--- config.mk ---
export PLATFORM = sky130hd
export DESIGN_NAME = pipe_shifter
export DESIGN_NICKNAME = d
export VERILOG_FILES = /design/src/rtl/shifter_pkg.sv /design/src/rtl/shift_stage.sv /design/src/rtl/pipe_shifter.sv
export SDC_FILE = /design/constraint.sdc
export NUM_CORES = 1
export LEC_CHECK = 0
export CAP_MARGIN = 5
export CORE_UTILIZATION = 59
export CTS_BUF_LIST = sky130_fd_sc_hd__clkbuf_8
export CTS_CLUSTER_DIAMETER = 60
export DETAILED_ROUTE_END_ITERATION = 16
export PLACE_DENSITY = 0.86
export SETUP_SLACK_MARGIN = 0.02
export SKIP_CTS_REPAIR_TIMING = 1
export SLEW_MARGIN = 20
export SYNTH_ARGS = -nofsm -noshare
export SYNTH_HDL_FRONTEND = slang
export SYNTH_SLANG_ARGS = --single-unit
--- constraint.sdc ---
create_clock -name clk -period 1.9 [get_ports clk]
set_input_delay 0.285 -clock clk [delete_from_list [all_inputs] [get_ports clk]]
set_output_delay 0.285 -clock clk [all_outputs]
set_load 0.1 [all_outputs]
--- src/rtl/shifter_pkg.sv ---
// Shared shifter definitions: mode encoding and its width.
// Latency: n/a (types and constants only).
// Backpressure: n/a.
package shifter_pkg;

    localparam int MODE_W = 2;

    typedef enum logic [MODE_W-1:0] {
        MODE_SLL = 2'b00,
        MODE_SRA = 2'b01,
        MODE_ROR = 2'b10,
        MODE_SRL = 2'b11
    } shift_mode_e;

endpackage

--- src/rtl/shift_stage.sv ---
// One shifter pipeline stage: conditional 2^K shift in the carried mode, then a register.
// Latency: 1 cycle from stage input to registered output.
// Backpressure: loads only when adv=1; a valid entry is frozen while adv=0.
module shift_stage
    import shifter_pkg::*;
#(
    parameter int WIDTH = 16,
    parameter int TAG_W = 4,
    parameter int SHW   = 4,
    parameter int K     = 0
) (
    input  logic              clk,
    input  logic              rst,
    input  logic              adv,
    input  logic              up_vld,
    input  logic [WIDTH-1:0]  up_data,
    input  logic [SHW-1:0]    up_amt,
    input  shift_mode_e       up_mode,
    input  logic [TAG_W-1:0]  up_tag,
    output logic              vld_q,
    output logic [WIDTH-1:0]  data_q,
    output logic [SHW-1:0]    amt_q,
    output shift_mode_e       mode_q,
    output logic [TAG_W-1:0]  tag_q
);

    localparam int S = 1 << K;

    logic [WIDTH-1:0] shifted;

    // Apply this stage's fixed 2^K shift when amount bit K is set
    always_comb begin
        shifted = up_data;
        if (up_amt[K]) begin
            case (up_mode)
                MODE_SLL: shifted = up_data << S;
                MODE_SRL: shifted = up_data >> S;
                MODE_SRA: shifted = $signed(up_data) >>> S;
                MODE_ROR: shifted = (up_data >> S) | (up_data << (WIDTH - S));
                default:  shifted = up_data;
            endcase
        end
    end

    // Stage register: valid follows adv, payload only loads for a real operation
    always_ff @(posedge clk) begin
        if (rst) begin
            vld_q  <= 1'b0;
            data_q <= '0;
            amt_q  <= '0;
            mode_q <= MODE_SLL;
            tag_q  <= '0;
        end else if (adv) begin
            vld_q <= up_vld;
            if (up_vld) begin
                data_q <= shifted;
                amt_q  <= up_amt;
                mode_q <= up_mode;
                tag_q  <= up_tag;
            end
        end
    end

endmodule

--- src/rtl/pipe_shifter.sv ---
// Pipelined barrel shifter (SLL/SRA/ROR/SRL) with sideband tag; optional flags via PIPE_SHIFTER_FLAGS_EN.
// Latency: log2(WIDTH) cycles, one operation per cycle when out_ready stays high.
// Backpressure: valid/ready; empty stages always fill, in_ready is combinational from out_ready.
module pipe_shifter
    import shifter_pkg::*;
#(
    parameter int WIDTH = 16,
    parameter int TAG_W = 4,
    localparam int SHW  = $clog2(WIDTH)
) (
    input  logic              clk,
    input  logic              rst,
    input  logic              in_valid,
    output logic              in_ready,
    input  logic [WIDTH-1:0]  in_data,
    input  logic [SHW-1:0]    in_amt,
    input  logic [1:0]        in_mode,
    input  logic [TAG_W-1:0]  in_tag,
    output logic              out_valid,
    input  logic              out_ready,
    output logic [WIDTH-1:0]  out_data,
    output logic [TAG_W-1:0]  out_tag
`ifdef PIPE_SHIFTER_FLAGS_EN
    ,
    output logic              out_zero,
    output logic              out_neg
`endif
);

    // Index 0 is the input port; index k+1 is the register of stage k.
    logic              vld_a  [SHW+1];
    logic [WIDTH-1:0]  data_a [SHW+1];
    logic [SHW-1:0]    amt_a  [SHW+1];
    shift_mode_e       mode_a [SHW+1];
    logic [TAG_W-1:0]  tag_a  [SHW+1];
    logic [SHW-1:0]    adv;

    // The last stage's amount and mode have no consumer past the pipeline.
    logic [SHW-1:0]    unused_amt;
    shift_mode_e       unused_mode;

    assign vld_a[0]  = in_valid;
    assign data_a[0] = in_data;
    assign amt_a[0]  = in_amt;
    assign mode_a[0] = shift_mode_e'(in_mode);
    assign tag_a[0]  = in_tag;

    // Stage k may load when any stage from k to the end has a hole, or the consumer takes the result
    always_comb begin
        adv = '0;
        for (int k = 0; k < SHW; k++) begin
            adv[k] = out_ready;
            for (int j = k; j < SHW; j++) begin
                if (!vld_a[j+1]) adv[k] = 1'b1;
            end
        end
    end

    for (genvar k = 0; k < SHW; k++) begin : g_stage
        shift_stage #(
            .WIDTH (WIDTH),
            .TAG_W (TAG_W),
            .SHW   (SHW),
            .K     (k)
        ) u_stage (
            .clk     (clk),
            .rst     (rst),
            .adv     (adv[k]),
            .up_vld  (vld_a[k]),
            .up_data (data_a[k]),
            .up_amt  (amt_a[k]),
            .up_mode (mode_a[k]),
            .up_tag  (tag_a[k]),
            .vld_q   (vld_a[k+1]),
            .data_q  (data_a[k+1]),
            .amt_q   (amt_a[k+1]),
            .mode_q  (mode_a[k+1]),
            .tag_q   (tag_a[k+1])
        );
    end

    assign in_ready    = adv[0];
    assign out_valid   = vld_a[SHW];
    assign out_data    = data_a[SHW];
    assign out_tag     = tag_a[SHW];
    assign unused_amt  = amt_a[SHW];
    assign unused_mode = mode_a[SHW];

`ifdef PIPE_SHIFTER_FLAGS_EN
    localparam int LAST_S = 1 << (SHW - 1);

    logic [WIDTH-1:0] last_nxt;

    // Recompute the value the last stage is about to load so the flags register alongside it
    always_comb begin
        last_nxt = data_a[SHW-1];
        if (amt_a[SHW-1][SHW-1]) begin
            case (mode_a[SHW-1])
                MODE_SLL: last_nxt = data_a[SHW-1] << LAST_S;
                MODE_SRL: last_nxt = data_a[SHW-1] >> LAST_S;
                MODE_SRA: last_nxt = $signed(data_a[SHW-1]) >>> LAST_S;
                MODE_ROR: last_nxt = (data_a[SHW-1] >> LAST_S) | (data_a[SHW-1] << (WIDTH - LAST_S));
                default:  last_nxt = data_a[SHW-1];
            endcase
        end
    end

    // Flags share the last stage's load enable, so they hold under stall
    always_ff @(posedge clk) begin
        if (rst) begin
            out_zero <= 1'b0;
            out_neg  <= 1'b0;
        end else if (adv[SHW-1] && vld_a[SHW-1]) begin
            out_zero <= (last_nxt == '0);
            out_neg  <= last_nxt[WIDTH-1];
        end
    end
`endif

endmodule
After elaboration in Yosys (flattened, before gate mapping)
Index checks and enable logic that the tools add are counted.
{ "word_totals": {"reg_bits": 102, "out_inout_bits": 22, "wordCells": 60} }
{ "classes": {"n_eq_ne": 12, "n_mux": 18, "n_bitwise": 4, "n_reduce_logical": 8} }
{ "op_table": {"columns": ["operator", "count"], "rows": [
  ["16-bit one-hot mux with 4 select lines", 4],
  ["16-bit 2-to-1 mux", 4],
  ["2-bit == test (second input constant)", 8],
  ["12-bit by 16-bit bitwise OR with 16-bit output", 1],
  ["14-bit by 16-bit bitwise OR with 16-bit output", 1],
  ["15-bit by 16-bit bitwise OR with 16-bit output", 1],
  ["8-bit by 16-bit bitwise OR with 16-bit output", 1],
  ["1-bit 2-to-1 mux", 10],
  ["2-bit by 1-bit == test with 1-bit output (second input constant)", 4],
  ["2-bit logical NOT", 4],
  ["2-bit AND reduction", 4]
]} }

Longest topological paths before layout
Gate-level depths: netlist of run 1.
{ "depth": {"word_depth": 5, "depth_mapped": 7, "ltp_nobuf": 4} }

Cells and area by module
Synthesis of run 1 repeated with hierarchy kept, for this count alone.
{ "unflattened": {"hier_cells": 623, "hier_area_um2": 5221.3} }
{ "modules_own_cells": {"columns": ["mod", "instances", "cells_each", "area_per_inst_um2"], "rows": [
  ["shift_stage at g_stage[1].u_stage", 1, 162, 1387.6],
  ["shift_stage at g_stage[2].u_stage", 1, 164, 1366.3],
  ["shift_stage at g_stage[0].u_stage", 1, 161, 1311.3],
  ["shift_stage at g_stage[3].u_stage", 1, 131, 1123.6],
  ["pipe_shifter", 1, 5, 32.5]
]} }

Least setup slack after synthesis of run 1
OpenSTA, ideal clock, no wires.
{ "synth_timing": {"path_type": "reg2out", "startpoint": "register g_stage[3].u_stage.vld_q", "endpoint": "output in_ready", "arrival_time_ps": 1897, "required_ps": 1615, "setup_slack_ps": -282, "stages_incl_launch_ff": 3, "path_buffers": 0, "path_cell_list": "dfxtp_1 > and4b_1 > nand2_1"} }
{ "synth_via": {"elab_chain_len": 1} }
{ "synth_lines": {"columns": ["item", "line", "text"], "rows": [
  ["start, declared", "shift_stage.sv:20", "output logic vld_q,"],
  ["start signal, assigned", "shift_stage.sv:54", "vld_q <= up_vld;"],
  ["1-bit 2-to-1 mux", "pipe_shifter.sv:54", "if (!vld_a[j+1]) adv[k] = 1'b1;"],
  ["end, declared", "pipe_shifter.sv:14", "output logic in_ready,"]
]} }
Every way passes these cells.

Worst setup path after layout of run 1
{ "layout_timing": {"startpoint": "register g_stage[2].u_stage.vld_q", "endpoint": "output in_ready"} }
{ "layout_via": {"elab_chain_len": 2} }
{ "layout_lines": {"columns": ["item", "line"], "rows": [
  ["start, declared", "shift_stage.sv:20"],
  ["start signal, assigned", "shift_stage.sv:54"],
  ["1-bit 2-to-1 mux (2 in series)", "pipe_shifter.sv:54"]
]} }
Every way passes these cells.

==> impl_metrics.tcl, run 1 <==
set metrics [dict create \
    final_area_mm2 0.00537 \
    num_vias 4139 \
    cpPeakStageDelay_ps 410 \
    drt-pass1-iter-count 5 \
    cts_tree "done" \
    syn_inst 587 \
    critical-path-top-delay-family "simple AND/OR/NAND/NOR gates" \
    clkSinkCount 96 \
    rrSetupSlack_ps 410 \
    synth_area_mm2 0.00477 \
    hpwl_mm 7.11 \
    die_x_um 92.0 \
    worst-path-buf-inv 1 \
    vias_per_cell 5.86 \
    synth.net_count 617 \
    synth_area_leaders "dfxtp_1 40%, nand2_1 8.6%, mux2i_1 8.0%" \
    gr-total-overflow 0 \
    hp-start "rst" \
    final_util 0.691 \
    num_rows 32 \
    worst-r2r-cell-count 4 \
    cp.depth 3 \
    ys_warn_count 0 \
    fin_ws_ps 216 \
    yosysTopAreaCell "dfxtp_1" \
    outcome "finished, final reports clean" \
    grt_use_total 0.258 \
    floorplan.initialDensity 0.615 \
    place_ws_ps -58.9 \
    crit_chain "and4b_1, nand2_1, buf_12" \
    worstPathArrival_ps 1400 \
    grt_max_degree 97 \
    hold_violations 0 \
    cts_buffers 9 \
    crit_fanout 6 \
    final_net_count 629 \
    dp_cells 690 \
    period_minus_slack_ps 1680 \
    grt_pass1_wl_mm 17.7 \
    worst_pin_slew_ps 577 \
    drv_cap 0 \
    relSlewSlack 0.614 \
    setup_tns_ps 0 \
    drive_gt1_frac 0.124 \
    syn_area_per_cell_um2 8.13 \
    synthTopCellsByCount "110 x nand2_1, 96 x dfxtp_1, 65 x a21oi_1, 63 x nor2_1, 38 x mux2i_1" \
    clock-skew-final_ps 14.1 \
    ir_drop_mv 0.454 \
    end_kind "output pin" \
    clk_path_buf_depth 2 \
    h-tree-depth 3 \
    wl_mm 10.3 \
    synth-seq-cells 96 \
    drtIter0Drc 227 \
    yosysMostFrequentCell "nand2_1" \
    setup_viol 0 \
    r2r_start "g_stage[2].u_stage.mode_q[0]" \
    p_total_mw 4.09 \
    area_growth_pct 12.4 \
    fill_cells 627 \
    synth.distinct_cells 38 \
    startpoint_type "flip-flop" \
    post_drt_wl_per_cell_um 14.6 \
    p_leak_nw 1.92 \
    port_buffers 51 \
    fmax_ghz 0.594 \
    antenna_left 0 \
    grt_pass1_vias 3873 \
    die_area_mm2 0.00846 \
    ys_seq_area_frac 0.403 \
    finalNonFillerCells 706 \
    synthArstFlopShare 0 \
    hold_path.class "in -> reg" \
    die-height_um 92.0 \
    critPathKind "reg -> out" \
    reg2reg_to "g_stage[3].u_stage.data_q[0]" \
    clk_latency_ps 370 \
    n_antenna_cell 0 \
    drcViolationCount 0 \
    synth_flop_cell "dfxtp_1" \
    worstPathRequired_ps 1620 \
    rsz0062_at_grt "false" \
    hold_depth 3 \
    place_congestion 0.796 \
    core_mm2 0.00777 \
    p_per_area_mw_per_mm2 762 \
    synth_edf_count 0 \
    cpMaxStageDelayCell "dfxtp_1" \
    synthDominantCellAreaShare 0.403 \
    placed_area_mm2 0.00517 \
    cts-root-buf "clkbuf_8" \
    antenna_found_initial 0 \
    slew_viol_final 0 \
    hold_path_end "g_stage[0].u_stage.vld_q" \
    hold_ws_ps 417 \
    ios 52 \
    fin_crit_sh 0.886 \
    clk_pin_slew_ps 100 \
]
[worst register-to-register path, stage by stage (launching register included)]
cell and delay, ps:
dfxtp_1 500, nor2_1 90, nor2_1 460, a221oi_1 180
nor3_1 190
[worst max-delay path by stage]
stage | from | end | slack, ps
detailed placement | in_mode[0] | g_stage[0].u_stage.data_q[10] | -60
global placement | in_mode[0] | g_stage[0].u_stage.data_q[8] | 50
finish | g_stage[2].u_stage.vld_q | in_ready | 220
global route | g_stage[2].u_stage.vld_q | in_ready | 130
floorplan | g_stage[3].u_stage.vld_q | in_ready | 70
CTS | g_stage[2].u_stage.vld_q | in_ready | 190
[placed cells by master, fill, tap and decap left out, types with 2 or more instances in the layout]
| cell type | synthesis | layout |
|---|---|---|
| buf_4 | 20 | 31 |
| nand2_1 | 110 | 110 |
| clkdlybuf4s50_1 | 0 | 28 |
| o21ai_0 | 3 | 3 |
| o211ai_1 | 9 | 9 |
| dfxtp_1 | 96 | 95 |
| inv_1 | 8 | 9 |
| inv_6 | 0 | 2 |
| nand3b_1 | 7 | 7 |
| nand4b_1 | 2 | 2 |
| a21oi_2 | 14 | 14 |
| clkbuf_8 | 0 | 9 |
| nor2_1 | 63 | 63 |
| clkinvlp_4 | 0 | 2 |
| buf_12 | 2 | 7 |
| o221ai_1 | 3 | 3 |
| o22ai_1 | 3 | 3 |
| a211o_1 | 34 | 34 |
| nor2b_1 | 5 | 5 |
| a21oi_1 | 65 | 65 |
| mux2i_1 | 38 | 38 |
| a211oi_1 | 3 | 3 |
| nand2b_1 | 8 | 8 |
| and2_1 | 2 | 2 |
| nor3_1 | 17 | 17 |
| a311oi_1 | 6 | 6 |
| a221oi_1 | 8 | 8 |
| nand3_1 | 7 | 7 |
[power by group]
part           switching [mW]  internal [mW]  leakage [nW]
sequential             0.0737           2.08         0.782
clock                   0.763          0.623        0.0996
combinational           0.312          0.233          1.04
[kinds of logic (layout without fill, tap and decap cells)]
group | count (synthesis) | after routing | synth area share
simple gates | 227 | 227 | 0.209
compound gates | 150 | 150 | 0.216
flops | 96 | 96 | 0.403
buf+inv | 75 | 92 | 0.0907
mux | 39 | 39 | 0.0820
[metal layers]
layer  up-vias  GRT usage  share of wire
li1       2040          -              -
met1      1939      0.330           0.45
met2       142      0.431           0.48
met3        18     0.0464          0.050
met4         0     0.0964          0.022
met5         -          0              0
[layout make-up]
cell class	count	area (µm²)	share of cell area
clock buffers	9	124	0.0231
clock inverters	7	77.6	0.0145
inverters	9	33.8	0.00629
multi-input cells	416	2420	0.452
flip-flops and latches	96	1920	0.358
well taps	102	128	0.0238
repair buffers	67	658	0.123
[registers in the layout, indices dropped and copies added (netlist names)]
signal,flops
g_stage.u_stage.vld_q,4
g_stage.u_stage.data_q,64
g_stage.u_stage.amt_q,6
g_stage.u_stage.tag_q,16
g_stage.u_stage.mode_q,6
Note: power is estimated with default switching activity, not from simulation.
==> run 2: changes to the inputs <==
--- a/config.mk
+++ b/config.mk
@@ -5,12 +5,12 @@
 export SDC_FILE = /design/constraint.sdc
 export NUM_CORES = 1
 export LEC_CHECK = 0
-export CAP_MARGIN = 5
-export CORE_UTILIZATION = 59
-export CTS_BUF_LIST = sky130_fd_sc_hd__clkbuf_8
+export CAP_MARGIN = 20
+export CORE_UTILIZATION = 53
+export CTS_BUF_LIST = sky130_fd_sc_hd__clkbuf_2
 export CTS_CLUSTER_DIAMETER = 60
 export DETAILED_ROUTE_END_ITERATION = 16
-export PLACE_DENSITY = 0.86
+export PLACE_DENSITY = 0.82
 export SETUP_SLACK_MARGIN = 0.02
 export SKIP_CTS_REPAIR_TIMING = 1
 export SLEW_MARGIN = 20
==> constraint.sdc (replaced) <==
create_clock -name clk -period 1.4 [get_ports clk]
set_input_delay 0.21 -clock clk [delete_from_list [all_inputs] [get_ports clk]]
set_output_delay 0.21 -clock clk [all_outputs]
set_load 0.1 [all_outputs]
==> impl_metrics.tcl, run 2 (synthesis results as in run 1) <==
set metrics [dict create \
    antenna_found_initial 0 \
    grt_use_total 0.235 \
    wl_mm 12.9 \
    floorplan.initialDensity 0.547 \
    hold_path.class "in -> reg" \
    period_minus_slack_ps 1860 \
    drv_cap 0 \
    h-tree-depth 3 \
    port_buffers 51 \
    cts_buffers 9 \
    p_per_area_mw_per_mm2 879 \
    num_vias 4520 \
    place_congestion 0.839 \
    rsz0062_at_grt "true" \
    core_mm2 0.00872 \
    hpwl_mm 7.64 \
    startpoint_type "flip-flop" \
    drive_gt1_frac 0.267 \
    clk_latency_ps 600 \
    clkSinkCount 96 \
    final_cell_mix "95 x nand2_1, 72 x dfxtp_1, 61 x nor2_1" \
    outcome "finished with violations" \
    cts-root-buf "clkbuf_2" \
    die-height_um 96.9 \
    clk_path_buf_depth 2 \
    slew_viol_final 0 \
    cpMaxStageDelayCell "dfxtp_2" \
    grt_pass1_wl_mm 18.2 \
    critPathKind "reg -> out" \
    final_util 0.719 \
    area_growth_pct 31.3 \
    top_regs "g_stage.u_stage.data_q: 64 flops, g_stage.u_stage.tag_q: 16 flops" \
    setup_viol 80 \
    worstPathRequired_ps 1190 \
    final_common_cell "nand2_1" \
    ir_drop_mv 0.618 \
    violations "setup timing" \
    antenna_left 0 \
    relSlewSlack 0.625 \
    worst_pin_slew_ps 561 \
    vias_per_cell 6.08 \
    fin_crit_sh 1.33 \
    num_rows 34 \
    regMostFlops "g_stage.u_stage.data_q" \
    fin_ws_ps -463 \
    grt_pass1_vias 3963 \
    final_net_count 661 \
    p_leak_nw 2.28 \
    die_x_um 96.9 \
    cts_tree "done" \
    clk_pin_slew_ps 310 \
    hold_ws_ps 101 \
    place_ws_ps -507 \
    drt-pass1-iter-count 5 \
    end_kind "output pin" \
    crit_chain "and4b_2, buf_6, nand2_4, buf_12" \
    post_drt_wl_per_cell_um 17.3 \
    drcViolationCount 0 \
    gr-total-overflow 0 \
    crit_fanout 3 \
    die_area_mm2 0.00939 \
    n_antenna_cell 0 \
    drtIter0Drc 331 \
    fmax_ghz 0.537 \
    ios 52 \
    largest_reg_flops 64 \
    clock-skew-final_ps 72.9 \
    hold_violations 0 \
    worstPathArrival_ps 1650 \
    cpPeakStageDelay_ps 430 \
    grt_max_degree 97 \
    fill_cells 584 \
]
## run 2: cell types whose count changed in the layout (fill, tap and decap cells not counted), sizes merged
cell    change
buf        +24
bufinv      +1
clkbuf      +9
inv         -2
## run 2: per-layer routing
layer	up-vias	routed length [µm]	track usage
met1	2157	5070	0.287
met2	212	6620	0.406
met4	0	423	0.103
met5	-	0	0
met3	43	786	0.0405
li1	2108	-	-
## run 2: stage by stage
stage | area [µm²] | setup TNS, ps | power, mW | cells
floorplan | 4810 | -714 | 3.53 | 587
global placement | 5580 | -19760 | 3.76 | 707
detailed placement | 5580 | -23400 | 3.80 | 707
CTS | 5720 | -3100 | 5.35 | 723
global route | 6270 | -16890 | 5.71 | 744
finish | 6270 | -13560 | 5.51 | 744
## run 2: worst paths after layout
check	start	to	slack (ps)	depth (start not counted)
setup / recovery	g_stage[2].u_stage.vld_q	in_ready	-460	4
hold reg to reg	g_stage[1].u_stage.tag_q[1]	g_stage[2].u_stage.tag_q[1]	450	2
setup reg to reg	g_stage[3].u_stage.vld_q	g_stage[0].u_stage.data_q[12]	-330	8
hold / removal	rst	g_stage[0].u_stage.vld_q	100	3
## run 2: cell type report
class,count,area [µm²],area share
clock buffer,10,50.0,0.00798
clock inverter,6,92.6,0.0148
tap,108,135,0.0216
multi-input combinational,416,2590,0.413
inverter,9,33.8,0.00539
sequential,96,1960,0.312
timing repair buffer,99,1410,0.225
## run 2: worst max-delay path, delay by kind of cell (launching register included)
kind	cells	cell delay, ps
buffers and inverters	2	290
flip-flops	1	430
AND/OR/NAND/NOR	2	340
## run 2: report_power, final
| group | leakage (nW) | switching [mW] | total, mW | internal [mW] |
|---|---|---|---|---|
| clock | 0.0792 | 0.999 | 1.61 | 0.609 |
| combinational | 1.40 | 0.500 | 0.951 | 0.451 |
| sequential | 0.794 | 0.115 | 2.95 | 2.84 |
